===== config.mk =====
export PLATFORM = sky130hd
export DESIGN_NAME = vga_sync
export DESIGN_NICKNAME = d
export VERILOG_FILES = /design/src/rtl/vga_sync_pkg.sv /design/src/rtl/vga_pixel_tick.sv /design/src/rtl/vga_sync.sv
export SDC_FILE = /design/constraint.sdc
export NUM_CORES = 1
export LEC_CHECK = 0
export BUFFER_PORTS_ARGS = -buffer_cell sky130_fd_sc_hd__buf_2
export CAP_MARGIN = 20
export CELL_PAD_IN_SITES_DETAIL_PLACEMENT = 1
export CELL_PAD_IN_SITES_GLOBAL_PLACEMENT = 2
export CORE_ASPECT_RATIO = 0.75
export CORE_MARGIN = 5
export CORE_UTILIZATION = 30
export CTS_BUF_LIST = sky130_fd_sc_hd__clkbuf_4 sky130_fd_sc_hd__clkbuf_8 sky130_fd_sc_hd__clkbuf_16
export CTS_CLUSTER_DIAMETER = 40
export CTS_CLUSTER_SIZE = 12
export DETAILED_ROUTE_END_ITERATION = 10
export GPL_ROUTABILITY_DRIVEN = 0
export MAX_ROUTING_LAYER = met4
export PLACE_DENSITY_LB_ADDON = 0.1
export REMOVE_ABC_BUFFERS = 1
export SLEW_MARGIN = 20
export SYNTH_ARGS = -nofsm -noshare
export SYNTH_HDL_FRONTEND = slang
export SYNTH_HIERARCHICAL = 1
export SYNTH_SLANG_ARGS = --single-unit

===== constraint.sdc =====
create_clock -name clk -period 4.44 [get_ports clk]
set_clock_uncertainty 0.2 [all_clocks]
set_input_delay 0 -clock clk [delete_from_list [all_inputs] [get_ports clk]]
set_output_delay 0 -clock clk [all_outputs]
set_load 0.02 [all_outputs]

===== src/rtl/vga_sync_pkg.sv =====
// vga_sync_pkg: shared timing constants and types for the VGA sync generator.
//   DEF_*    default 640x480@60 timing (pixels / lines)
//   H_TOTAL  pixels per line including blanking (800)
//   V_TOTAL  lines per frame including blanking (525)
//   count_t  10-bit unsigned pixel/line count
//   in_range inclusive range test used by the sync decode
// Optional feature macro: VGA_SYNC_TICK_DIV_EN (consumed by vga_pixel_tick).
package vga_sync_pkg;

  localparam int DEF_H_DISPLAY = 640;
  localparam int DEF_H_FRONT   = 16;
  localparam int DEF_H_SYNC    = 96;
  localparam int DEF_H_BACK    = 48;
  localparam int DEF_V_DISPLAY = 480;
  localparam int DEF_V_FRONT   = 10;
  localparam int DEF_V_SYNC    = 2;
  localparam int DEF_V_BACK    = 33;

  localparam int H_TOTAL = DEF_H_DISPLAY + DEF_H_FRONT + DEF_H_SYNC + DEF_H_BACK;
  localparam int V_TOTAL = DEF_V_DISPLAY + DEF_V_FRONT + DEF_V_SYNC + DEF_V_BACK;

  typedef logic [9:0] count_t;

  function automatic logic in_range(input count_t val, input count_t lo, input count_t hi);
    return (val >= lo) && (val <= hi);
  endfunction

endpackage


===== src/rtl/vga_pixel_tick.sv =====
// vga_pixel_tick: pixel enable generator for vga_sync.
//   clk     system clock
//   reset   asynchronous active-low reset
//   p_tick  pixel enable (0 while in reset)
// Macro VGA_SYNC_TICK_DIV_EN defined: p_tick = toggle flop, high on every
// second clk, first high right after the first clk edge out of reset.
// Macro undefined: clk is the pixel clock, p_tick is simply high outside reset.
module vga_pixel_tick (
  input  logic clk,
  input  logic reset,
  output logic p_tick
);

`ifdef VGA_SYNC_TICK_DIV_EN
  logic toggle_q;
  logic toggle_d;

  always_comb begin
    toggle_d = ~toggle_q;
  end

  always_ff @(posedge clk or negedge reset) begin
    if (!reset) toggle_q <= 1'b0;
    else        toggle_q <= toggle_d;
  end

  assign p_tick = toggle_q;
`else
  logic unused_clk;
  assign unused_clk = clk;
  assign p_tick     = reset;
`endif

endmodule


===== src/rtl/vga_sync.sv =====
// vga_sync: VGA horizontal/vertical timing generator.
//   clk       system clock
//   reset     asynchronous active-low reset
//   hsync     horizontal sync, active-low, registered
//   vsync     vertical sync, active-low, registered
//   video_on  high while (x, y) is inside the visible area
//   p_tick    pixel enable; counters advance only when it is high
//   x, y      current pixel and line count
// Macro VGA_SYNC_TICK_DIV_EN selects a clk/2 pixel enable (see vga_pixel_tick);
// without it every clk is a pixel.
module vga_sync
  import vga_sync_pkg::*;
#(
  parameter int H_DISPLAY = DEF_H_DISPLAY,
  parameter int H_FRONT   = DEF_H_FRONT,
  parameter int H_SYNC    = DEF_H_SYNC,
  parameter int H_BACK    = DEF_H_BACK,
  parameter int V_DISPLAY = DEF_V_DISPLAY,
  parameter int V_FRONT   = DEF_V_FRONT,
  parameter int V_SYNC    = DEF_V_SYNC,
  parameter int V_BACK    = DEF_V_BACK
) (
  input  logic       clk,
  input  logic       reset,
  output logic       hsync,
  output logic       vsync,
  output logic       video_on,
  output logic       p_tick,
  output logic [9:0] x,
  output logic [9:0] y
);

  localparam count_t H_MAX    = count_t'(H_DISPLAY + H_FRONT + H_SYNC + H_BACK - 1);
  localparam count_t V_MAX    = count_t'(V_DISPLAY + V_FRONT + V_SYNC + V_BACK - 1);
  localparam count_t H_VIS    = count_t'(H_DISPLAY);
  localparam count_t V_VIS    = count_t'(V_DISPLAY);
  localparam count_t HS_START = count_t'(H_DISPLAY + H_FRONT);
  localparam count_t HS_END   = count_t'(H_DISPLAY + H_FRONT + H_SYNC - 1);
  localparam count_t VS_START = count_t'(V_DISPLAY + V_FRONT);
  localparam count_t VS_END   = count_t'(V_DISPLAY + V_FRONT + V_SYNC - 1);

  count_t h_q, h_d;
  count_t v_q, v_d;
  logic   hsync_q, hsync_d;
  logic   vsync_q, vsync_d;
  logic   tick;

  vga_pixel_tick u_pixel_tick (
    .clk    (clk),
    .reset  (reset),
    .p_tick (tick)
  );

  always_comb begin
    h_d = h_q;
    v_d = v_q;
    if (tick) begin
      if (h_q == H_MAX) begin
        h_d = '0;
        v_d = (v_q == V_MAX) ? '0 : v_q + count_t'(1);
      end else begin
        h_d = h_q + count_t'(1);
      end
    end
    // Decoding the next counts lets the registered syncs line up with x/y.
    hsync_d = ~in_range(h_d, HS_START, HS_END);
    vsync_d = ~in_range(v_d, VS_START, VS_END);
  end

  always_ff @(posedge clk or negedge reset) begin
    if (!reset) begin
      h_q     <= '0;
      v_q     <= '0;
      hsync_q <= 1'b1;
      vsync_q <= 1'b1;
    end else begin
      h_q     <= h_d;
      v_q     <= v_d;
      hsync_q <= hsync_d;
      vsync_q <= vsync_d;
    end
  end

  assign hsync    = hsync_q;
  assign vsync    = vsync_q;
  assign video_on = (h_q < H_VIS) && (v_q < V_VIS);
  assign p_tick   = tick;
  assign x        = h_q;
  assign y        = v_q;

endmodule


# After elaboration in Yosys (flattened, before gate mapping)
# Index checks and enable logic that the tools add are counted.
[totals]
ff_bits = 22
input_bits = 2
[classes]
order_cmp = 6
eq_ne = 2
bitwise = 2
addsub = 2
n_mux = 5
n_reduce_logical = 3
[op_table]
columns = ["operator", "n"]
rows = [
  ["2-to-1 mux 10 bit", 5],
  ["adder 10 x 1 -> 10 bit (second input constant)", 2],
  ["equality test 10 bit (second input constant)", 2],
  [">= comparator 10 bit (second input constant)", 1],
  [">= comparator 10 x 9 -> 1 bit (second input constant)", 1],
  ["<= comparator 10 bit (second input constant)", 1],
  ["<= comparator 10 x 9 -> 1 bit (second input constant)", 1],
  ["< comparator 10 bit (second input constant)", 1],
  ["< comparator 10 x 9 -> 1 bit (second input constant)", 1],
  ["logical AND 1 bit", 3],
  ["inverter 1 bit", 2],
]

# Longest topological paths before layout
[logic_depth]
word_depth = 7
depth_mapped = 8
mapped_depth_nobuf = 7

# By module
# Netlist, hierarchy kept.
[modules_own_cells]
columns = ["mod", "seq_area_each_um2", "cells_each", "n_inst", "area_per_inst_um2"]
rows = [
  ["vga_sync", 553.0, 130, 1, 1280.0],
  ["vga_pixel_tick", 0.0, 1, 1, 7.5],
]

# Worst setup path after synthesis
# OpenSTA, ideal clock, no wires.
[synth_path]
path_type = "reg2reg"
startpoint = "reg h_q[0], in the netlist x[0]"
endpoint = "reg vsync_q, in the netlist vsync"
stages_incl_launch_ff = 8
period_less_slack_ns = 2.064
arrival_time_ns = 1.772
path_slack_ns = 2.376
cell_sequence = "dfrtp_1 > ha_1 > and3_1 > buf_6 > nand4_4 > or3_4 > a221oi_2 > nand4_1"
[synth_via]
elab_chain_len = 6
elab_cells_between_ends = 7
cone_classes = "2 x order compare; 1 x eq/ne; 2 x mux; 1 x bitwise; 1 x reduce/logical"
[synth_rtl]
columns = ["element", "line", "rtl"]
rows = [
  ["start: declaration", "vga_sync.sv:42", "count_t h_q, h_d;"],
  ["start signal: assignment", "vga_sync.sv:72", "h_q <= '0;"],
  ["start signal: assignment", "vga_sync.sv:77", "h_q <= h_d;"],
  ["equality test 10 bit (*)", "vga_sync.sv:58", "if (h_q == H_MAX) begin"],
  ["2-to-1 mux 10 bit (*)", "vga_sync.sv:58", ""],
  ["2-to-1 mux 10 bit (*)", "vga_sync.sv:57", "if (tick) begin"],
  [">= comparator 10 x 9 -> 1 bit / <= comparator 10 x 9 -> 1 bit (equally long branches)", "vga_sync_pkg.sv:25", "return (val >= lo) && (val <= hi);"],
  ["logical AND 1 bit (*)", "vga_sync_pkg.sv:25", ""],
  ["inverter 1 bit (*)", "vga_sync.sv:67", "vsync_d = ~in_range(v_d, VS_START, VS_END);"],
  ["named net vsync_d", "vga_sync.sv:45", "logic vsync_q, vsync_d;"],
  ["end signal: assignment", "vga_sync.sv:80", "vsync_q <= vsync_d;"],
  ["end: declaration", "vga_sync.sv:45", ""],
]
# The timed path passes the listed nets; every way through them passes the cells marked *.

# Worst setup path in the final report
[layout_path]
startpoint = "in reset"
endpoint = "reg hsync_q, in the netlist hsync"
[layout_via]
elab_chain_len = 4
elab_cells_between_ends = 5
cone_classes = "2 x order compare; 1 x mux; 1 x bitwise; 1 x reduce/logical"
[layout_rtl]
columns = ["element", "line", "rtl"]
rows = [
  ["start: declaration", "vga_sync.sv:24", "input logic reset,"],
  ["2-to-1 mux 10 bit (*)", "vga_sync.sv:57", ""],
  ["named net h_d[5]", "vga_sync.sv:42", ""],
  [">= comparator 10 bit / <= comparator 10 bit (equally long branches)", "vga_sync_pkg.sv:25", ""],
  ["logical AND 1 bit (*)", "vga_sync_pkg.sv:25", ""],
  ["inverter 1 bit (*)", "vga_sync.sv:66", "hsync_d = ~in_range(h_d, HS_START, HS_END);"],
  ["named net hsync_d", "vga_sync.sv:44", "logic hsync_q, hsync_d;"],
  ["end signal: assignment", "vga_sync.sv:79", "hsync_q <= hsync_d;"],
  ["end: declaration", "vga_sync.sv:44", ""],
]
# Marks and branches as above.

==> impl_metrics.yaml <==
outcome:
  status: "finished, final reports clean"
cells_and_area:
  n_antenna_cell: 0
  final_common_cell: "buf_2"
  drive_above_1_share_pct: 26.1
  finalCoreUtilization_pct: 36.5
  fin_cells: 208
  nets: 159
  area_growth_pct: 16.3
  mostFrequentLayoutCells: "25 x buf_2, 20 x dfrtp_1, 11 x nand4_1, 9 x o21ai_0, 9 x nand2_1"
  final_area_um2: 1500
logic_synthesis:
  synth-seq-area-share_pct: 43.0
  synth_area_leaders: "dfrtp_1 39%, xnor2_1 5.4%, nand4_1 5.3%"
  synthCells: 131
  post_synth_num_cell_types: 42
  synth_area_um2: 1290
  ys_warn_count: 6
  yosysTopAreaCellShare_pct: 38.9
  synth.largest_area_cell: "dfrtp_1"
  ys_ff_latch: 22
  syn_avg_cell_area_um2: 9.83
pwr:
  p_leak_nw: 0.683
  finalPower_uw: 593
  vdd_drop_max_v: 0.000226
  power_density_nw_per_um2: 396
timing:
  drv_slew: 0
  finalHoldViolations: 0
  final.period_utilization_pct: 56.1
  fin_crit_ps: 2490
  final-setup-viol-count: 0
  finalWorstSetupSlack_ps: 1950
  rsz0062_at_grt: "false"
  relSlewSlack_pct: 58.7
  tns_ps: 0
  fin_hold_ws_ps: 81.1
  fmax_mhz: 402
  tightest_slew_ps: 620
global_route:
  grt_busiest_layer: "met1"
  grt_use_met1_pct: 19.5
  grt.total_usage_pct: 13.1
  grt_antenna_before_repair: 0
  grt_pass1_wl_um: 5720
  grt_pass1_vias: 1097
  grt_max_degree: 30
  grtUsageMet3_pct: 3.34
  grt.overflow.total: 0
  met2_usage_pct: 18.0
die:
  fp.dieH_um: 66.7
  initial_core_util_pct: 31.4
  io_pins: 26
  std_cell_rows: 20
  die_area_um2: 5720
  core_um2: 4100
  chipWidth_um: 85.6
setup_path:
  crit_chain: "dlygate4sd3_1 > buf_2 > and3_1 > and3_2 > a21oi_1 > or3_1 > nand4_1"
  crit_type: "input pin to flip-flop"
  critPathMaxStageDelay_ps: 520
  worstSetupStartpointType: "input pin"
  cp_max_fo: 29
  cp.depth: 7
  required_ps: 4450
  crit_buf_inv: 2
  critPathCaptureType: "flip-flop"
  cp.arrival_ps: 2500
  timing.critical_path.slowest_stage_cell: "dlygate4sd3_1"
  rr_worst_depth: 6
  path_delay_family: "simple AND/OR/NAND/NOR gates"
clocking:
  cts_buffer_depth: 2
  htreeDepth: 1
  clkLatencyLatePin_ps: 260
  post_cts_buffers: 0
  cts.sinks: 22
  tritoncts: "done"
  clk_pin_slew_ps: 80
  ctsRootBufferMaster: "clkbuf_8"
  cts_resized: 0
  cts_made_buffers: 3
drt:
  post-route-drc-count: 0
  drt_first_pass_iters: 4
  ant_nets: 0
  routed_wl_um: 3370
  vias: 1084
  viasPerCell: 5.21
  routedWlPerCell_um: 16.2
  drt_iter0_drc: 77
placement:
  placedCellCount: 203
  dpl.hpwl_um: 2520
  dp_slack_ps: 2150
  portBuffers: 25
  place_area_um2: 1430
hold_path:
  hold_class: "input pin to asynchronous set/reset pin"
run:
  cap_viol_max_count: 0
[cells in the mapped netlist]
cell and number:
a21boi_0 1, nand4_1 11, o21a_1 2, buf_4 2, nand2b_1 1, nor3b_1 1, or3_4 1, a21oi_1 6
a221oi_2 1, nand4_4 1, and2_1 1, a41oi_1 1, a31o_2 1, or3_1 3, and3b_1 3, nand3_1 5
nand4b_1 1, mux2i_1 1, nand2_1 9, a31oi_1 2, and3_2 2, dfrtp_1 20, inv_1 3, clkbuf_1 2
xnor2_1 8, dfstp_2 2, o211a_1 1, nor4_1 1, nand3b_1 2, o21ai_0 9, buf_2 3, nor2_1 7
mux2_2 1, and4_2 1, a21o_1 1, buf_6 1, xor2_1 3, nor3_1 3, and4bb_4 1, and3_1 2
ha_1 3, and4_1 1
[timing repair]
item	CTS	global route
endpoints found under the hold margin	22	0
endpoints found under the setup margin	0	0
hold buffers	1	0
[cell type report]
type | instances | area, um^2
flip-flops and latches | 22 | 553
well taps | 55 | 68.8
fillers | 483 | 2610
clock buffers | 4 | 55.1
repair buffers | 26 | 135
multi-input cells | 98 | 674
inverters | 3 | 11.3
[final timing paths]
kind	start	endpoint	slack, ps
worst max-delay path	reset	hsync	1950
worst min-delay path	reset	x[2]	80
worst max register to register	x[1]	hsync	2170
worst min register to register	x[2]	x[2]	340
max in group asynchronous	reset	y[7]	3560
min in group clk	x[2]	x[2]	340
[logic make-up after synthesis]
| kind of cell | Yosys count | synth area share (%) |
|---|---|---|
| adder cells (fa/ha/maj) | 3 | 2.92 |
| AND/OR/NAND/NOR | 57 | 27.9 |
| multiplexers | 2 | 1.65 |
| flip-flops | 22 | 43.0 |
| AO/OA/AOI/OAI | 25 | 12.4 |
| buffers and inverters | 11 | 4.66 |
| XOR/XNOR | 11 | 7.48 |
[power by group]
group	total [mW]	switching [mW]	internal (mW)	leakage (nW)
Clock	0.146	0.0669	0.0791	0.0288
Sequential	0.276	0.0447	0.231	0.278
Combinational	0.171	0.106	0.0655	0.376
Total	0.593	0.217	0.376	0.683
[sequential cells by signal (all words and copies together) (netlist names)]
name / flops
hsync: 1
vsync: 1
x: 10
y: 10
[layer usage]
| layer | vias up | routed length [um] | share of wire, % |
|---|---|---|---|
| li1 | 526 | - | - |
| met1 | 533 | 1830 | 54 |
| met2 | 23 | 1360 | 40 |
| met3 | 2 | 165 | 4.9 |
| met4 | 0 | 19 | 0.56 |
| met5 | - | 0 | 0 |
No activity file was read; power rests on OpenSTA's default activity.
